<file path="src/rtl/shim_spi_cfg_apply_ctrl.sv">
// Shim config apply sequencer: settles synchronized config, drains the SPI
// core when needed, then commits the whole set atomically.
// Ports:
//   spi_clk, sync_reset               - clock, sync active-high reset
//   *_in, in_stable                   - candidate config and stability flag
//   drain_ack, err_clear              - core safe-point ack, error clear
//   *_out                             - committed config
//   drain_req, cfg_update             - drain request, commit pulse
//   busy, timeout_err                 - sequencer status
module shim_spi_cfg_apply_ctrl #(
  parameter int SETTLE_CYCLES = 4,
  parameter int DRAIN_TIMEOUT = 1024
) (
  input  logic        spi_clk,
  input  logic        sync_reset,
  input  logic [14:0] integ_thresh_avg_in,
  input  logic [31:0] integ_window_in,
  input  logic        integ_en_in,
  input  logic        spi_en_in,
  input  logic        in_stable,
  input  logic        drain_ack,
  input  logic        err_clear,
  output logic [14:0] integ_thresh_avg_out,
  output logic [31:0] integ_window_out,
  output logic        integ_en_out,
  output logic        spi_en_out,
  output logic        drain_req,
  output logic        cfg_update,
  output logic        busy,
  output logic        timeout_err
);

  localparam int CW = $clog2(SETTLE_CYCLES + 1);
  localparam int DW = $clog2(DRAIN_TIMEOUT + 1);
  localparam logic [CW-1:0] SETTLE_MAX = CW'(SETTLE_CYCLES);
  localparam logic [DW-1:0] DRAIN_MAX = DW'(DRAIN_TIMEOUT);

  typedef enum logic [2:0] {
    S_IDLE,
    S_SETTLE,
    S_DRAIN,
    S_APPLY,
    S_RELEASE,
    S_ERROR
  } state_t;

  state_t        r_state;
  logic [48:0]   r_shadow;
  logic [CW-1:0] r_cnt;
  logic [DW-1:0] r_dcnt;
  logic          r_via_drain;

  logic [48:0]   w_cand;
  logic [48:0]   w_applied;
  logic [CW-1:0] w_cnt_nxt;
  logic [DW-1:0] w_dcnt_nxt;

  assign w_cand = {integ_thresh_avg_in, integ_window_in,
                   integ_en_in, spi_en_in};
  assign w_applied = {integ_thresh_avg_out, integ_window_out,
                      integ_en_out, spi_en_out};
  assign w_cnt_nxt = r_cnt + 1'b1;
  assign w_dcnt_nxt = r_dcnt + 1'b1;

  always_ff @(posedge spi_clk) begin
    if (sync_reset) begin
      r_state              <= S_IDLE;
      r_shadow             <= '0;
      r_cnt                <= '0;
      r_dcnt               <= '0;
      r_via_drain          <= 1'b0;
      integ_thresh_avg_out <= '0;
      integ_window_out     <= '0;
      integ_en_out         <= 1'b0;
      spi_en_out           <= 1'b0;
      drain_req            <= 1'b0;
      cfg_update           <= 1'b0;
      busy                 <= 1'b0;
      timeout_err          <= 1'b0;
    end else begin
      cfg_update <= 1'b0;
      unique case (r_state)
        S_IDLE: begin
          if (in_stable && (w_cand != w_applied)) begin
            r_shadow <= w_cand;
            r_cnt    <= CW'(1);
            r_state  <= S_SETTLE;
            busy     <= 1'b1;
          end
        end
        S_SETTLE: begin
          if (!in_stable || (w_cand != r_shadow)) begin
            r_shadow <= w_cand;
            r_cnt    <= CW'(1);
          end else begin
            r_cnt <= w_cnt_nxt;
            if (w_cnt_nxt == SETTLE_MAX) begin
              // Enabling from disabled is safe without a drain.
              if (!spi_en_out) begin
                r_via_drain <= 1'b0;
                r_state     <= S_APPLY;
              end else begin
                r_via_drain <= 1'b1;
                drain_req   <= 1'b1;
                r_dcnt      <= '0;
                r_state     <= S_DRAIN;
              end
            end
          end
        end
        S_DRAIN: begin
          // Ack wins over a timeout on the same edge.
          if (drain_ack) begin
            r_state <= S_APPLY;
          end else begin
            r_dcnt <= w_dcnt_nxt;
            if (w_dcnt_nxt == DRAIN_MAX) begin
              drain_req   <= 1'b0;
              spi_en_out  <= 1'b0;
              timeout_err <= 1'b1;
              r_state     <= S_ERROR;
            end
          end
        end
        S_APPLY: begin
          {integ_thresh_avg_out, integ_window_out,
           integ_en_out, spi_en_out} <= r_shadow;
          cfg_update <= 1'b1;
          drain_req  <= 1'b0;
          if (r_via_drain) begin
            r_state <= S_RELEASE;
          end else begin
            r_state <= S_IDLE;
            busy    <= 1'b0;
          end
        end
        S_RELEASE: begin
          if (!drain_ack) begin
            r_state <= S_IDLE;
            busy    <= 1'b0;
          end
        end
        S_ERROR: begin
          if (err_clear) begin
            timeout_err <= 1'b0;
            r_state     <= S_IDLE;
            busy        <= 1'b0;
          end
        end
        default: begin
          r_state <= S_IDLE;
          busy    <= 1'b0;
        end
      endcase
    end
  end

endmodule
</file>
<file path="config.mk">
export PLATFORM = sky130hd
export DESIGN_NAME = shim_spi_cfg_apply_ctrl
export DESIGN_NICKNAME = d
export VERILOG_FILES = /design/src/rtl/shim_spi_cfg_apply_ctrl.sv
export SDC_FILE = /design/constraint.sdc
export NUM_CORES = 1
export LEC_CHECK = 0
export BUFFER_PORTS_ARGS = -buffer_cell sky130_fd_sc_hd__buf_4
export CAP_MARGIN = 20
export CORE_MARGIN = 2
export CORE_UTILIZATION = 60
export DETAILED_ROUTE_END_ITERATION = 10
export PLACE_DENSITY = 0.89
export SYNTH_ARGS = -nofsm -noshare
export SYNTH_HDL_FRONTEND = slang
export SYNTH_SLANG_ARGS = --single-unit
</file>
<file path="constraint.sdc">
create_clock -name spi_clk -period 6.15 [get_ports spi_clk]
set_input_delay 0.3075 -clock spi_clk [delete_from_list [all_inputs] [get_ports spi_clk]]
set_output_delay 0.3075 -clock spi_clk [all_outputs]
set_load 0.01 [all_outputs]
</file>
==> flow_metrics.tcl, run 1 <==
set metrics [dict create \
    cts.htree.levels 4 \
    gp_congestion 0.917 \
    worstPathRequired_ns 6.53 \
    clock-skew-final_ns 0.0152 \
    holdCritPathClass "in -> reg" \
    die_width_um 102 \
    drtAntennaViolNets 0 \
    worst-setup-path-type "reg -> reg" \
    fin_tns_setup_ns 0 \
    total_switching_power_uw 820 \
    number_of_endpoints_failing_setup_at_the_final_stage 0 \
    first_global_vias 5332 \
    critPathTopFamily "compound AO/OA/AOI/OAI gates" \
    routed-via-count 5578 \
    power.share.sequential_pct 37.4 \
    swShare_pct 32.2 \
    yosys.area.top_type_share_pct 41.9 \
    avgSynthCellArea_um2 8.45 \
    cts_hold_buffers 0 \
    crit_path_max_incr_delay_ns 0.80 \
    synth-warning-count 0 \
    cpMaxStageDelayCell "o211ai_4" \
    port_buffers 106 \
    clock_tree.root_cell "clkbuf_8" \
    cts_tree "yes" \
    internal_pwr_total_mw 1.73 \
    max_freq_mhz 283 \
    status "finished clean" \
    synth.area.top_cells "dfxtp_1 (42%), xnor2_1 (15%), mux2i_1 (8.9%), nand2_1 (7.5%), a21oi_1 (5.4%)" \
    floorplan.rows 35 \
    drc 0 \
    largest_net_degree_at_the_start_of_global_routing 65 \
    postSynth.asyncResetShare_pct 0 \
    worst_ep_arrival_time_ns 3.92 \
    synth.largest_area_cell "dfxtp_1" \
    max-vdd-ir-drop_v 0.000258 \
    synth_area_um2 5730 \
    synth_flop_cell "dfxtp_1" \
    clkLatencyLatePin_ns 0.54 \
    antenna_found_initial 0 \
    drt_first_iter_violations 465 \
    fin_nets 830 \
    fillCellCount 550 \
    flop_and_latch_count_out_of_synthesis 120 \
    share_clk_of_total_power_pct 40.5 \
    time_the_final_worst_path_needs_with_i_o_delays_and_setup_ns 3.54 \
    ctsResizeCount 0 \
    synth.distinct_cells 42 \
    via_per_instance_ratio 6.10 \
    crit_path_max_fanout 30 \
    max-slew-margin-rel_pct 38.6 \
    cp_cell_sequence "xnor2_1 -> nand4_1 -> nor4_1 -> a41oi_1 -> o211ai_4 -> buf_4 -> mux2i_1 -> nor2_1" \
    synthesis.instances 678 \
    grt-ovfl-total 0 \
    initial_core_util_pct 62.0 \
    dp_hpwl_mm 11.2 \
    max-clock-path-buffers 2 \
    drv.max_cap_violation_count 0 \
    critical_path.n_buffers_inverters 1 \
    wl_per_instance_um 19.4 \
    rsz0062_at_grt "no" \
    ios 107 \
    leakagePower_nw 2.68 \
    design.core.area_um2 9240 \
    grt_pass1_wl_mm 27.3 \
    layout-drive-gt1-share_pct 19.1 \
    drt_pre_antenna_iters 5 \
    layout-area-overhead-vs-synth_pct 25.9 \
    synth_enable_flop_cells 0 \
    critical_path_sink_type "flip-flop" \
    die_area_um2 10300 \
    numClockSinks 120 \
    yosysSeqAreaShare_pct 41.9 \
    cts.reportedPaths.clkPinSlew_ns 0.07 \
    track_usage_pct 34.7 \
    wirelength_mm 17.8 \
    combinational_fraction_of_design_power_pct 22.1 \
    r2r_slack_ns 2.61 \
    finalHoldViolations 0 \
    postcts_setup_bufs 0 \
    finalMaxSlewViolations 0 \
    startpoint_type "flip-flop" \
    fin_util_pct 78.0 \
    max_slew.worst_pin.slew_ns 0.916 \
    cts_inserted_buffers 17 \
    floorplan.die.height_um 102 \
    power_density_nw_per_um2 353 \
    synth.net_count 735 \
    min_period_over_period_pct 57.6 \
    antenna-diode-count 0 \
]
[metal layers]
| layer | track usage (%) | up-vias | wire length (µm) |
|---|---|---|---|
| met2 | 57.0 | 382 | 8740 |
| met4 | 20.7 | 0 | 893 |
| met5 | 0 | - | 0 |
| met3 | 9.87 | 83 | 1780 |
| met1 | 40.1 | 2602 | 6370 |
| li1 | - | 2511 | - |
[tightest hold or removal path, cell delays in order]
cell and delay [ns]:
buf_4 0.10, mux2i_1 0.06, nor2_1 0.07
[layout make-up]
| cell class | count | area [µm²] | area share, % |
|---|---|---|---|
| timing repair buffer | 111 | 848 | 11.8 |
| inverter | 10 | 37.5 | 0.521 |
| clock buffer | 17 | 414 | 5.74 |
| tap | 129 | 161 | 2.24 |
| clock inverter | 15 | 188 | 2.60 |
| multi-input combinational | 513 | 3160 | 43.8 |
| sequential | 120 | 2400 | 33.3 |
[cell usage after synthesis (all sizes together), types with 2 or more instances]
cell and instances:
dfxtp 120, nand2 115, xnor2 96, nor2 70, a21oi 62, mux2i 51, clkbuf 27, nand4 27
nor3 18, nand3 13, inv 9, a31oi 8, buf 8, o21ai 8, nor4 5, or4 5
a22oi 3, ha 3, o211ai 3, xor2 3, a21o 2, a41oi 2, nor2b 2, o21a 2
o32ai 2, or2 2, or3 2
[cells by family (layout without fill, tap and decap cells)]
family,after synthesis,after routing,synth area share [%]
buffers and inverters,45,153,3.19
xor gates and xnor gates,99,99,15.1
and+or+nand+nor,261,261,20.1
muxes,51,51,8.91
DFF,120,120,41.9
AOI/OAI and AO/OA,99,99,10.0
adders and majority gates,3,3,0.656
[flip-flops by register name, indices dropped and copies added, names as in the netlist, 3 cells and up]
register / cells
integ_thresh_avg_out: 15
r_shadow: 49
r_state: 3
r_dcnt: 11
r_cnt: 3
integ_window_out: 32
[final timing paths]
check                                from                  end  cells after the start
setup / recovery  integ_thresh_avg_out[4]         r_shadow[32]                      8
hold reg to reg               r_shadow[7]  integ_window_out[5]                      2
hold / removal        integ_window_in[24]         r_shadow[26]                      3
setup reg to reg  integ_thresh_avg_out[4]         r_shadow[32]                      8
[layout by cell type, fill, tap and decap left out, types with 2 or more instances in the layout]
| master | Yosys | routed |
|---|---|---|
| a21o_1 | 2 | 2 |
| a21oi_1 | 62 | 62 |
| a22oi_1 | 3 | 3 |
| a31oi_1 | 8 | 8 |
| a41oi_1 | 2 | 2 |
| buf_4 | 2 | 109 |
| bufinv_16 | 0 | 3 |
| clkbuf_16 | 0 | 16 |
| clkinv_4 | 0 | 2 |
| clkinvlp_4 | 0 | 3 |
| dfxtp_1 | 120 | 120 |
| ha_1 | 3 | 3 |
| inv_1 | 9 | 9 |
| inv_6 | 0 | 6 |
| mux2i_1 | 51 | 51 |
| nand2_1 | 114 | 114 |
| nand3_1 | 13 | 13 |
| nand4_1 | 27 | 27 |
| nor2_1 | 70 | 69 |
| nor2b_1 | 2 | 2 |
| nor3_1 | 18 | 18 |
| nor4_1 | 5 | 5 |
| o211ai_1 | 2 | 2 |
| o21a_1 | 2 | 2 |
| o21ai_0 | 8 | 8 |
| o32ai_1 | 2 | 2 |
| or2_2 | 2 | 2 |
| or3_1 | 2 | 2 |
| or4_1 | 2 | 2 |
| or4_4 | 3 | 3 |
| xnor2_1 | 96 | 96 |
| xor2_1 | 3 | 3 |
[stage by stage]
step	hold WS [ns]	power [mW]	cells	setup slack, ns	area [µm²]
floorplan	0.423	1.33	678	3.99	5730
global placement	0.462	1.46	881	2.80	6580
detailed placement	0.472	1.49	882	2.78	6600
CTS	0.0108	2.52	914	2.69	7200
global route	0.0319	2.62	915	2.44	7210
finish	0.0383	2.55	915	2.61	7210
[power by group through the flow]
stage	clock (mW)	combinational (mW)	sequential [mW]
final	1.03	0.562	0.953
after detailed placement	0	0.533	0.958
after floorplan	0	0.395	0.934
after global placement	0	0.514	0.950
after CTS	1.02	0.552	0.947
after global routing	1.06	0.599	0.959
(Power assumes the default switching activity.)
==> run 2, diff against run 1 <==
Settings changed: CORE_UTILIZATION 60 to 56, PLACE_DENSITY 0.89 to 0.84.
Clock period 6.15 ns to 3.4 ns, I/O delays scaled along.
==> flow_metrics.tcl, run 2 (synthesized netlist as in run 1, its figures left out) <==
set metrics [dict create \
    min_delay_worst_endpoint "spi_en_out" \
    cts_hold_buffers 50 \
    floorplan.die.height_um 105 \
    drtAntennaViolNets 0 \
    via_per_instance_ratio 5.83 \
    routed-via-count 5655 \
    r2r_slack_ns 0.45 \
    worst_ep_arrival_time_ns 3.34 \
    holdCritPathClass "in -> reg" \
    power.share.sequential_pct 37.8 \
    crit_path_max_fanout 31 \
    largest_net_degree_at_the_start_of_global_routing 121 \
    most-common-layout-cells "dfxtp_1 (120), nand2_1 (114), buf_4 (111), xnor2_1 (96), nor2_1 (69)" \
    max-clock-path-buffers 2 \
    number_of_endpoints_failing_setup_at_the_final_stage 0 \
    postcts_setup_bufs 0 \
    port_buffers 106 \
    cts.htree.levels 4 \
    cell_depth_of_the_worst_hold_path 3 \
    ios 107 \
    pre_cts_slack_ns 0.570 \
    antenna_found_initial 0 \
    die_area_um2 11100 \
    drc 0 \
    timing.rr.end "r_shadow[45]" \
    max-vdd-ir-drop_v 0.000375 \
    gp_congestion 0.869 \
    worstReg2RegStart "integ_window_out[11]" \
    share_clk_of_total_power_pct 39.1 \
    worst-setup-path-type "reg -> reg" \
    numClockSinks 120 \
    drt_pre_antenna_iters 5 \
    clock-skew-final_ns 0.00859 \
    fin_nets 881 \
    max_slew.worst_pin.slew_ns 0.824 \
    clock_tree.root_cell "clkbuf_8" \
    top_register "r_shadow" \
    total_switching_power_mw 1.37 \
    grt_pass1_wl_mm 28.5 \
    leakagePower_nw 2.89 \
    largest_register_ff_count 49 \
    dp_hpwl_mm 11.5 \
    fin_tns_setup_ns 0 \
    hold_path_startpoint "drain_ack" \
    finalMaxSlewViolations 0 \
    post_layout_nonfiller_instances 970 \
    layout-area-overhead-vs-synth_pct 34.3 \
    max_freq_mhz 339 \
    fin_util_pct 77.9 \
    floorplan.rows 36 \
    cts_tree "yes" \
    design.core.area_um2 9860 \
    placed_instances 887 \
    internal_pwr_total_mw 3.16 \
    drv.max_cap_violation_count 0 \
    drt_first_iter_violations 472 \
    cts.reportedPaths.clkPinSlew_ns 0.06 \
    clkLatencyLatePin_ns 0.53 \
    rsz0062_at_grt "no" \
    largest_registers "r_shadow (49), integ_window_out (32), integ_thresh_avg_out (15)" \
    power_density_nw_per_um2 590 \
    worstPathRequired_ns 3.79 \
    status "finished clean" \
    swShare_pct 30.2 \
    max-slew-margin-rel_pct 45.0 \
    critical_path_sink_type "flip-flop" \
    grt-ovfl-total 0 \
    cts_inserted_buffers 17 \
    setup_slack_ns 0.452 \
    ff2ff_path_depth 8 \
    finalHoldViolations 0 \
    track_usage_pct 32.6 \
    wl_per_instance_um 18.3 \
    ctsResizeCount 0 \
    min_period_over_period_pct 86.7 \
    combinational_fraction_of_design_power_pct 23.1 \
    wirelength_mm 17.7 \
    die_width_um 105 \
    first_global_vias 5650 \
    time_the_final_worst_path_needs_with_i_o_delays_and_setup_ns 2.95 \
    initial_core_util_pct 58.1 \
    antenna-diode-count 0 \
    final_common_cell "dfxtp_1" \
    startpoint_type "flip-flop" \
    layout-drive-gt1-share_pct 17.6 \
]
-- run 2: cell types whose count changed in the layout (fill, tap and decap cells not counted), sizes merged --
| cell | previous run | this run |
|---|---|---|
| buf | 110 | 112 |
| clkbuf | 17 | 23 |
| clkinv | 4 | 7 |
| clkinvlp | 3 | 0 |
| dlygate4sd3 | 1 | 50 |
| inv | 15 | 9 |
-- run 2: per-layer routing --
| layer | part of all wire (%) | global-route usage, % | vias up |
|---|---|---|---|
| met5 | 0 | 0 | - |
| met4 | 4.8 | 18.2 | 0 |
| met3 | 6.7 | 6.30 | 67 |
| met2 | 50 | 55.2 | 278 |
| met1 | 39 | 38.5 | 2691 |
| li1 | - | - | 2619 |
-- run 2: stage by stage --
stage | area (µm²) | total power [mW] | hold slack (ns)
finish | 7690 | 4.54 | 0.110
global route | 7690 | 4.68 | 0.151
CTS | 7670 | 4.48 | 0.106
detailed placement | 6600 | 2.70 | 0.402
global placement | 6600 | 2.66 | 0.400
floorplan | 5730 | 2.40 | 0.285
-- run 2: worst max path at each step --
stage                                        from      endpoint  slack (ns)  cells past startpoint
after global routing         integ_window_out[11]  r_shadow[42]        0.34                      8
after detailed placement  integ_thresh_avg_out[5]   r_shadow[4]        0.57                      8
after global placement       integ_window_out[11]  r_shadow[44]        0.62                      8
after floorplan                         r_dcnt[3]    r_state[1]        1.24                      8
final                        integ_window_out[11]  r_shadow[45]        0.45                      8
after CTS                    integ_window_out[11]  r_shadow[45]        0.54                      8
-- run 2: worst max-delay path, cell delays in order (launching register included) --
cell and delay, ns:
dfxtp_1 0.33, xnor2_1 0.40, nand4_1 0.20, nor4_1 0.46
a41oi_1 0.32, o211ai_4 0.25, buf_4 0.47, mux2i_1 0.29
nor2_1 0.06
-- run 2: cell type report --
cell class / instances / area [µm²]
flip-flops and latches: 120 / 2400
fillers: 595 / 2180
clock inverters: 9 / 124
repair buffers: 162 / 1350
clock buffers: 23 / 447
inverters: 10 / 37.5
multi-input cells: 513 / 3160
well taps: 133 / 166
-- run 2: power by group through the flow --
stage                     combinational (mW)  sequential (mW)  clock, mW
after floorplan                        0.714             1.69          0
after global placement                 0.938             1.72          0
after detailed placement               0.966             1.73          0
after CTS                               1.02             1.70       1.76
after global routing                    1.12             1.73       1.83
final                                   1.05             1.72       1.77
